==> config.mk <==
export PLATFORM = sky130hd
export DESIGN_NAME = uart_rx_cfg
export DESIGN_NICKNAME = d
export VERILOG_FILES = /design/src/rtl/uart_pkg.sv /design/src/rtl/uart_rx_sync_vote.sv /design/src/rtl/uart_rx_cfg.sv
export SDC_FILE = /design/constraint.sdc
export NUM_CORES = 1
export LEC_CHECK = 0
export CAP_MARGIN = 20
export CORE_AREA = 4 4 67 69
export DETAILED_ROUTE_END_ITERATION = 6
export DIE_AREA = 0 0 71 73
export PLACE_DENSITY = 0.74
export SLEW_MARGIN = 20
export SYNTH_ARGS = -nofsm -noshare
export SYNTH_HDL_FRONTEND = slang
export SYNTH_SLANG_ARGS = --single-unit
==> constraint.sdc <==
create_clock -name clock -period 2.6 [get_ports clock]
set_input_delay 0.39 -clock clock [delete_from_list [all_inputs] [get_ports clock]]
set_output_delay 0.39 -clock clock [all_outputs]
set_load 0.01 [all_outputs]
==> src/rtl/uart_pkg.sv <==
// Shared UART definitions: receiver FSM states, parity-sense constants
// and the bit-counter width helper used by the receiver and transmitter.
package uart_pkg;

  typedef enum logic [2:0] {
    ST_IDLE   = 3'd0,
    ST_START  = 3'd1,
    ST_DATA   = 3'd2,
    ST_PARITY = 3'd3,
    ST_STOP   = 3'd4,
    ST_BRK    = 3'd5
  } uart_state_e;

  localparam logic PAR_EVEN = 1'b0;
  localparam logic PAR_ODD  = 1'b1;

  function automatic int cnt_width(input int n);
    return (n < 2) ? 1 : $clog2(n);
  endfunction

endpackage

==> src/rtl/uart_rx_sync_vote.sv <==
// 2-flop rx synchroniser plus 3-sample majority voter.
// Ports: clock, reset, rx in; sample strobe in; rx_s, vote out.
module uart_rx_sync_vote (
  input  logic clock,
  input  logic reset,
  input  logic rx,
  input  logic sample,
  output logic rx_s,
  output logic vote
);

  logic       sync1;
  logic       sync2;
  logic [1:0] hist;

  always_ff @(posedge clock) begin
    if (reset) begin
      sync1 <= 1'b1;
      sync2 <= 1'b1;
      hist  <= 2'b11;
    end else begin
      sync1 <= rx;
      sync2 <= sync1;
      if (sample)
        hist <= {hist[0], sync2};
    end
  end

  assign rx_s = sync2;

  // Two stored samples (M-1, M) plus the live one at M+1.
  assign vote = (hist[1] & hist[0]) |
                (hist[1] & sync2) |
                (hist[0] & sync2);

endmodule

==> src/rtl/uart_rx_cfg.sv <==
// Configurable UART receiver with majority voting, break handling and
// a valid/ready holding register. Optional parity: UART_RX_PARITY_EN.
// Ports: clock, reset, rx in; rx_data, rx_valid, frame_err, parity_err,
// overrun, busy out; rx_ready in.
module uart_rx_cfg
  import uart_pkg::*;
#(
  parameter int CLKS_PER_BIT = 434,
  parameter int DATA_BITS    = 8,
  parameter int STOP_BITS    = 1,
  parameter int PARITY_ODD   = 0
) (
  input  logic                 clock,
  input  logic                 reset,
  input  logic                 rx,
  output logic [DATA_BITS-1:0] rx_data,
  output logic                 rx_valid,
  input  logic                 rx_ready,
  output logic                 frame_err,
  output logic                 parity_err,
  output logic                 overrun,
  output logic                 busy
);

  localparam int CW = cnt_width(CLKS_PER_BIT);
  localparam int MC = (CLKS_PER_BIT - 1) / 2;

  localparam logic [CW-1:0] C_LO  = CW'(MC - 1);
  localparam logic [CW-1:0] C_MID = CW'(MC);
  localparam logic [CW-1:0] C_HI  = CW'(MC + 1);
  localparam logic [CW-1:0] C_END = CW'(CLKS_PER_BIT - 1);

  localparam logic [3:0] LAST_D = 4'(DATA_BITS - 1);
  localparam logic [3:0] LAST_S = 4'(STOP_BITS - 1);

`ifdef UART_RX_PARITY_EN
  localparam uart_state_e ST_AFTER_DATA = ST_PARITY;
  localparam logic PSENSE = (PARITY_ODD != 0) ? PAR_ODD : PAR_EVEN;
`else
  localparam uart_state_e ST_AFTER_DATA = ST_STOP;
`endif

  uart_state_e          state;
  logic [CW-1:0]        cnt;
  logic [3:0]           idx;
  logic [DATA_BITS-1:0] shreg;
  logic                 stop_err;
  logic                 par_q;
  logic                 par_held;

  logic rx_s;
  logic vote;
  logic in_frame;
  logic sample;
  logic decide;
  logic done;
  logic ferr_now;
  logic load;

  uart_rx_sync_vote u_sync (
    .clock  (clock),
    .reset  (reset),
    .rx     (rx),
    .sample (sample),
    .rx_s   (rx_s),
    .vote   (vote)
  );

  assign in_frame = (state == ST_START) ||
                    (state == ST_DATA) ||
                    (state == ST_PARITY) ||
                    (state == ST_STOP);

  assign sample   = in_frame && ((cnt == C_LO) || (cnt == C_MID));
  assign decide   = in_frame && (cnt == C_HI);
  assign done     = (state == ST_STOP) && decide && (idx == LAST_S);
  assign ferr_now = stop_err | ~vote;
  assign load     = done && (!rx_valid || rx_ready);
  assign busy     = (state != ST_IDLE);

  always_ff @(posedge clock) begin
    if (reset) begin
      state     <= ST_IDLE;
      cnt       <= '0;
      idx       <= '0;
      shreg     <= '0;
      stop_err  <= 1'b0;
      par_q     <= 1'b0;
      par_held  <= 1'b0;
      rx_data   <= '0;
      rx_valid  <= 1'b0;
      frame_err <= 1'b0;
      overrun   <= 1'b0;
    end else begin
      overrun <= done && rx_valid && !rx_ready;

      if (load) begin
        rx_data   <= shreg;
        frame_err <= ferr_now;
        par_held  <= par_q;
        rx_valid  <= 1'b1;
      end else if (rx_ready) begin
        rx_valid <= 1'b0;
      end

      // Free-running bit timer inside a frame keeps every bit
      // boundary aligned to the start edge.
      cnt <= (cnt == C_END) ? '0 : cnt + CW'(1);

      unique case (state)
        ST_IDLE: begin
          cnt <= '0;
          if (!rx_s) begin
            state    <= ST_START;
            idx      <= '0;
            stop_err <= 1'b0;
            par_q    <= 1'b0;
          end
        end
        ST_START: begin
          if (decide)
            state <= vote ? ST_IDLE : ST_DATA;
        end
        ST_DATA: begin
          if (decide) begin
            shreg <= {vote, shreg[DATA_BITS-1:1]};
            if (idx == LAST_D) begin
              idx   <= '0;
              state <= ST_AFTER_DATA;
            end else begin
              idx <= idx + 4'd1;
            end
          end
        end
`ifdef UART_RX_PARITY_EN
        ST_PARITY: begin
          if (decide) begin
            par_q <= ((^shreg) ^ vote) != PSENSE;
            state <= ST_STOP;
          end
        end
`endif
        ST_STOP: begin
          if (decide) begin
            stop_err <= ferr_now;
            if (idx == LAST_S) begin
              // Leave at mid-bit so a back-to-back start is caught.
              if (ferr_now && (shreg == '0)) begin
                state <= ST_BRK;
                cnt   <= '0;
              end else begin
                state <= ST_IDLE;
              end
            end else begin
              idx <= idx + 4'd1;
            end
          end
        end
        ST_BRK: begin
          // Needs one full bit time of continuous idle line.
          if (!rx_s)
            cnt <= '0;
          else if (cnt == C_END)
            state <= ST_IDLE;
        end
        default: state <= ST_IDLE;
      endcase
    end
  end

`ifdef UART_RX_PARITY_EN
  assign parity_err = par_held;
`else
  logic unused_par;
  assign unused_par = par_held ^ par_q ^ PARITY_ODD[0];
  assign parity_err = 1'b0;
`endif

endmodule

==> results of run 1 <==
[layout make-up]
type,count,share of cell area
flip-flops and latches,40,0.363
inverters,9,0.0153
repair buffers,18,0.0782
clock inverters,2,0.0176
well taps,50,0.0283
clock buffers,6,0.0374
multi-input cells,150,0.461
[where the power goes]
group / internal (mW) / leakage [nW] / switching [mW]
registers: 0.623 / 0.323 / 0.0244
clock network: 0.314 / 0.0614 / 0.214
logic: 0.0589 / 0.458 / 0.0673
[metal layers]
layer / vias to the layer above / routed length, µm
li1: 744 / -
met4: 0 / 48
met5: - / 0
met3: 4 / 137
met2: 25 / 1550
met1: 656 / 1740
[worst min path at each step]
| stage | start | to | slack (ns) | depth (start not counted) |
|---|---|---|---|---|
| global route | u_sync.sync1$_SDFF_PP1_ | u_sync.rx_s$_SDFF_PP1_ | 0.46 | 1 |
| finish | u_sync.sync1$_SDFF_PP1_ | u_sync.rx_s$_SDFF_PP1_ | 0.42 | 1 |
| global placement | u_sync.sync1$_SDFF_PP1_ | u_sync.rx_s$_SDFF_PP1_ | 0.39 | 1 |
| detailed placement | u_sync.sync1$_SDFF_PP1_ | u_sync.rx_s$_SDFF_PP1_ | 0.40 | 1 |
| CTS | u_sync.sync1$_SDFF_PP1_ | u_sync.rx_s$_SDFF_PP1_ | 0.43 | 1 |
| floorplan | u_sync.sync1$_SDFF_PP1_ | u_sync.rx_s$_SDFF_PP1_ | 0.39 | 1 |
[per-stage QoR]
| stage | worst slack (ns) | hold WS (ns) |
|---|---|---|
| after global routing | 0.285 | 0.460 |
| after global placement | 0.540 | 0.391 |
| final | 0.479 | 0.419 |
| after floorplan | 0.657 | 0.389 |
| after CTS | 0.450 | 0.427 |
| after detailed placement | 0.477 | 0.400 |
[layout by cell type (no fill, tap or decap), types with 2 or more instances in the layout]
| master | count |
|---|---|
| ha_1 | 5 |
| nand3_1 | 5 |
| and3_1 | 2 |
| dfxtp_1 | 40 |
| nor3b_1 | 3 |
| buf_4 | 3 |
| clkbuf_8 | 6 |
| a21oi_1 | 8 |
| inv_1 | 9 |
| o21ai_0 | 4 |
| nor3_1 | 3 |
| mux2i_1 | 21 |
| xnor2_1 | 6 |
| or4_1 | 6 |
| nand2_1 | 18 |
| nor3b_2 | 2 |
| nand3b_1 | 2 |
| nand2b_1 | 3 |
| nor2b_1 | 2 |
| clkdlybuf4s50_1 | 15 |
| xor2_1 | 3 |
| nor2_1 | 35 |
| or2_2 | 2 |
[synthesized netlist by cell type (2+ instances only)]
cell,n
buf_4,2
nand3_1,5
and3_1,2
nor2_1,35
or2_2,2
nand2_1,18
or4_1,6
dfxtp_1,40
xnor2_1,6
nand2b_1,3
nor3b_1,4
xor2_1,3
clkbuf_1,8
ha_1,5
o21ai_0,4
a21oi_1,8
nor2b_1,2
nand3b_1,2
nor3_1,3
mux2i_1,21
inv_1,9
[worst max-delay path, delay by kind of cell (launching register included)]
kind                   cells  cell delay, ns
flip-flops                 1            0.62
buffers and inverters      2            0.69
AND/OR/NAND/NOR            1            0.14
[state kept, by name, indices dropped and copies added (netlist names)]
| register | flops |
|---|---|
| rx_data | 8 |
| rx_valid | 1 |
| shreg | 8 |
| u_sync.sync1 | 1 |
| overrun | 1 |
| stop_err | 1 |
| idx | 4 |
| u_sync.rx_s | 1 |
| u_sync.hist | 2 |
| state | 3 |
| frame_err | 1 |
| cnt | 9 |
[cell families (layout without fill, tap and decap cells)]
logic type      after synthesis  count (layout)  synth area share
mux                          22              22             0.117
fa+ha+maj                     6               6            0.0384
compound gates               23              23            0.0840
xor+xnor                      9               9            0.0417
buf+inv                      19              35            0.0417
other cells                   1               1           0.00198
flops                        40              40             0.423
simple gates                 89              89             0.252
==> flow_summary_export.csv, run 1 <==
group,metric,value,unit
layout,fill_cells,365,
setup_path,r2r_start,"cnt[0]$_SDFF_PP0_",
sta,setup_viol,0,
layout,nets,233,
synth,yosysSeqAreaShare,0.423,
synth,synth_cells,209,
synth,synth_top_area_frac,0.423,
route,drt-vias-per-instance,5.20,
clock_network,path_clk_slew,0.08,ns
route,drtIter0Drc,126,
global_routing,grt_max_degree,22,
clock_network,clock-sinks,40,
clock_network,root_buffer,"clkbuf_8",
layout,instances_no_fill,275,
setup_path,cpMaxStageDelayCell,"dfxtp_1",
global_routing,first_global_vias,1375,
synth,ys_seq_elements,40,
die,ios,17,
synth,synth_nets,218,
layout,final_cell_area,2210,µm²
route,post_drt_wl_per_cell,12.7,µm
power,peakVddDrop,0.395,mV
layout,multi_input_area,1020,µm²
clock_network,cts_buffer_depth,2,
synth,synthTopCellsByArea,"dfxtp_1 42%, mux2i_1 11%, nor2_1 6.9%",
synth,ys_warn_count,0,
global_routing,gr-usage-met3,0.0303,
setup_path,cp.required,2.21,ns
global_routing,overflow,0,
place,dpl-instance-area,2090,µm²
layout,area_delta_synth_final,16.7,%
synth,avgSynthCellArea,9.05,µm²
outcome,status,"finished clean",
power,power.density,589,nW/µm²
place,hpwlAfterDp,2.47,mm
place,port_buffers,15,
setup_path,reg2reg_depth,7,
setup_path,r2r_slack,0.48,ns
die,die-height,73,µm
die,chipWidth,71,µm
synth,yosysTopAreaCell,"dfxtp_1",
setup_path,rr_endpoint,"frame_err$_SDFFE_PP0P_",
setup_path,path_cells,"nor3_1, inv_1, clkdlybuf4s50_1",
sta,min_period_over_period,0.816,
sta,rsz0062_at_grt,"false",
setup_path,startpoint,"state[1]$_SDFFE_PP0P_",
worst_hold_path,hp-class,"reg -> reg",
layout,seqCellArea,801,µm²
job,cap_violations,0,
global_routing,groute.usage.overall,0.146,
place,place_inst,267,
global_routing,grt_pass1_wl,6.24,mm
synth,ys.flop_type,"dfxtp_1",
setup_path,cpPeakStageDelay,0.62,ns
sta,clock.fmax,472,MHz
clock_network,hold_buffers,0,
setup_path,endpoint,"busy",
layout,drive_gt1_frac,0.0844,
synth,synth_cell_types,42,
sta,fin_tns_setup,0,ns
clock_network,cts_inserted_buffers,5,
layout,finalCoreUtilization,0.564,
route,drc,0,
synth,synth_area,1890,µm²
synth,async_reset_ff_frac,0,
setup_path,worstPathMaxFanout,14,
clock_network,post_cts_buffers,0,
clock_network,insertion_delay,0.28,ns
global_routing,antenna_found_initial,0,
route,drtAntennaViolNets,0,
die,start_util,0.483,
setup_path,cp-end-kind,"primary output",
place,gp_congestion,0.925,
clock_network,htree_num_levels,2,
route,drt_wl_total,3.48,mm
global_routing,grt-busiest-layer,"met2",
setup_path,criticalPathCategory,"reg -> out",
die,fp-row-count,23,
layout,num_antenna_cells,0,
sta,skew,0.00562,ns
sta,slew_viol_final,0,
clock_network,cts_tree,"done",
global_routing,met2_usage,0.231,
die,die_area,5180,µm²
route,num_vias,1429,
sta,period_minus_slack,2.12,ns
route,drt_pass1_iterations,4,
setup_path,cp.arrival,1.73,ns
die,core-area,3910,µm²
power,p_leak,0.843,nW
clock_network,postCtsResizedCells,0,
setup_path,startpoint_type,"flip-flop",
synth,synth_edf_count,0,
sta,hold_viol_final,0,
power,total_power,1.30,mW
global_routing,use_met1,0.198,
Power figures use the tool's default switching activity.
==> run 2: changes to the inputs <==
==> constraint.sdc (replaced) <==
create_clock -name clock -period 2.1 [get_ports clock]
set_input_delay 0.315 -clock clock [delete_from_list [all_inputs] [get_ports clock]]
set_output_delay 0.315 -clock clock [all_outputs]
set_load 0.01 [all_outputs]
==> run 2 against run 1 <==
Against the previous run: via count grew 6.3%; combinational power is 46% higher; largest power group unchanged; largest cell class unchanged; flip-flop and latch count stayed put.
==> flow_summary_export.csv, run 2 (synthesis gave the netlist of run 1 again) <==
group,metric,value,unit
layout,area_delta_synth_final,23.9,%
power,p_comb_frac,0.113,
route,post_drt_wl_per_cell,13.3,µm
global_routing,grt_max_degree,15,
clock_network,clock-sinks,40,
die,core-area,3910,µm²
power,clkPwrFrac,0.396,
power,power_switching,0.411,mW
sta,setup_viol,0,
setup_path,r2r_slack,0.15,ns
route,drtAntennaViolNets,0,
place,port_buffers,15,
global_routing,overflow,0,
power,switching_share,0.251,
place,hpwlAfterDp,2.71,mm
global_routing,first_global_vias,1494,
setup_path,cp.arrival,1.65,ns
layout,mostFrequentLayoutCell,"dfxtp_1",
clock_network,insertion_delay,0.30,ns
die,ios,17,
clock_network,htree_num_levels,2,
setup_path,criticalPathCategory,"reg -> out",
die,die_area,5180,µm²
worst_hold_path,hp-class,"reg -> reg",
global_routing,use_met1,0.202,
layout,drive_gt1_frac,0.163,
power,total_power,1.63,mW
outcome,status,"finished clean",
global_routing,met2_usage,0.258,
power,p_leak,0.913,nW
sta,skew,0.00786,ns
die,chipWidth,71,µm
setup_path,worstPathMaxFanout,11,
die,start_util,0.483,
layout,finalCoreUtilization,0.599,
setup_path,startpoint_type,"flip-flop",
layout,num_antenna_cells,0,
route,drt-vias-per-instance,5.26,
route,drc,0,
clock_network,root_buffer,"clkbuf_8",
route,drt_pass1_iterations,5,
clock_network,cts_inserted_buffers,5,
clock_network,path_clk_slew,0.08,ns
power,intPower,1.22,mW
layout,largest_register,"cnt",
layout,reg_top3,"cnt: 9 flops, rx_data: 8 flops, shreg: 8 flops",
global_routing,gr-usage-met3,0.0441,
route,drt_wl_total,3.84,mm
clock_network,hold_buffers,0,
die,die-height,73,µm
sta,period_minus_slack,1.97,ns
sta,clock.fmax,508,MHz
power,peakVddDrop,0.462,mV
sta,hold_viol_final,0,
layout,largest_register_ffs,9,
place,gp_congestion,0.865,
sta,min_period_over_period,0.937,
layout,fill_cells,348,
clock_network,cts_tree,"done",
power,seqPwrFrac,0.491,
setup_path,cp.required,1.78,ns
route,num_vias,1519,
global_routing,grt-busiest-layer,"met2",
route,drtIter0Drc,75,
setup_path,cp-end-kind,"primary output",
power,power.density,697,nW/µm²
global_routing,antenna_found_initial,0,
clock_network,cts_buffer_depth,2,
die,fp-row-count,23,
global_routing,groute.usage.overall,0.163,
sta,slew_viol_final,0,
job,cap_violations,0,
global_routing,grt_pass1_wl,6.70,mm
layout,layout_common_cells,"38 x dfxtp_1, 35 x nor2_1, 21 x mux2i_1, 18 x nand2_1",
layout,nets,247,
## run 2: changes by cell type in the layout (fill, tap and decap cells not counted), moves of 2 or more
cell / previous run / this run
buf_4: 3 / 15
buf_6: 0 / 2
dfxtp_1: 40 / 38
dfxtp_2: 0 / 2
## run 2: repair_timing
item / CTS / global route
endpoints found under the hold margin: 0 / 0
setup endpoints to repair: 0 / 13
buffers inserted: 0 / 1
gates resized for setup: 0 / 12
## run 2: stage by stage
stage / instances / setup WS (ns) / hold WS [ns] / cell area, µm² / TNS, ns
floorplan: 209 / 0.157 / 0.389 / 1890 / 0
global placement: 279 / 0.0975 / 0.392 / 2180 / 0
detailed placement: 279 / 0.0753 / 0.404 / 2180 / 0
CTS: 287 / 0.0539 / 0.425 / 2290 / 0
global route: 289 / -0.00657 / 0.460 / 2340 / -0.00902
finish: 289 / 0.132 / 0.424 / 2340 / 0
## run 2: routing by layer
metal / up-vias / wire length (µm)
met5: - / 0
met4: 0 / 99
met3: 11 / 146
met2: 28 / 1810
met1: 705 / 1780
li1: 775 / -
## run 2: final cells by class
type / instances / area (µm²) / share of cell area
clock buffer: 5 / 68.8 / 0.0293
tap: 50 / 62.6 / 0.0267
clock inverter: 3 / 46.3 / 0.0197
inverter: 9 / 33.8 / 0.0144
multi-input combinational: 150 / 1040 / 0.446
sequential: 40 / 803 / 0.343
timing repair buffer: 32 / 285 / 0.122
## run 2: path summary, 6_finish.rpt
| path | endpoint | startpoint | depth (start not counted) |
|---|---|---|---|
| min | u_sync.rx_s$_SDFF_PP1_ | u_sync.sync1$_SDFF_PP1_ | 1 |
| max | busy | state[2]$_SDFFE_PP0P_ | 3 |
| max reg2reg | cnt[6]$_SDFF_PP0_ | shreg[7]$_SDFFE_PP0P_ | 5 |
| min reg2reg | u_sync.rx_s$_SDFF_PP1_ | u_sync.sync1$_SDFF_PP1_ | 1 |
## run 2: critical path, stage by stage (launching register included)
cell             delay (ns)
dfxtp_1                0.54
nor3_1                 0.11
inv_1                  0.14
clkdlybuf4s50_1        0.56
## run 2: power by group through the flow
stage / sequential (mW) / clock, mW / combinational [mW]
after floorplan: 0.798 / 0 / 0.133
after global placement: 0.817 / 0 / 0.178
after detailed placement: 0.817 / 0 / 0.180
after CTS: 0.798 / 0.661 / 0.181
after global routing: 0.807 / 0.689 / 0.200
final: 0.803 / 0.647 / 0.184
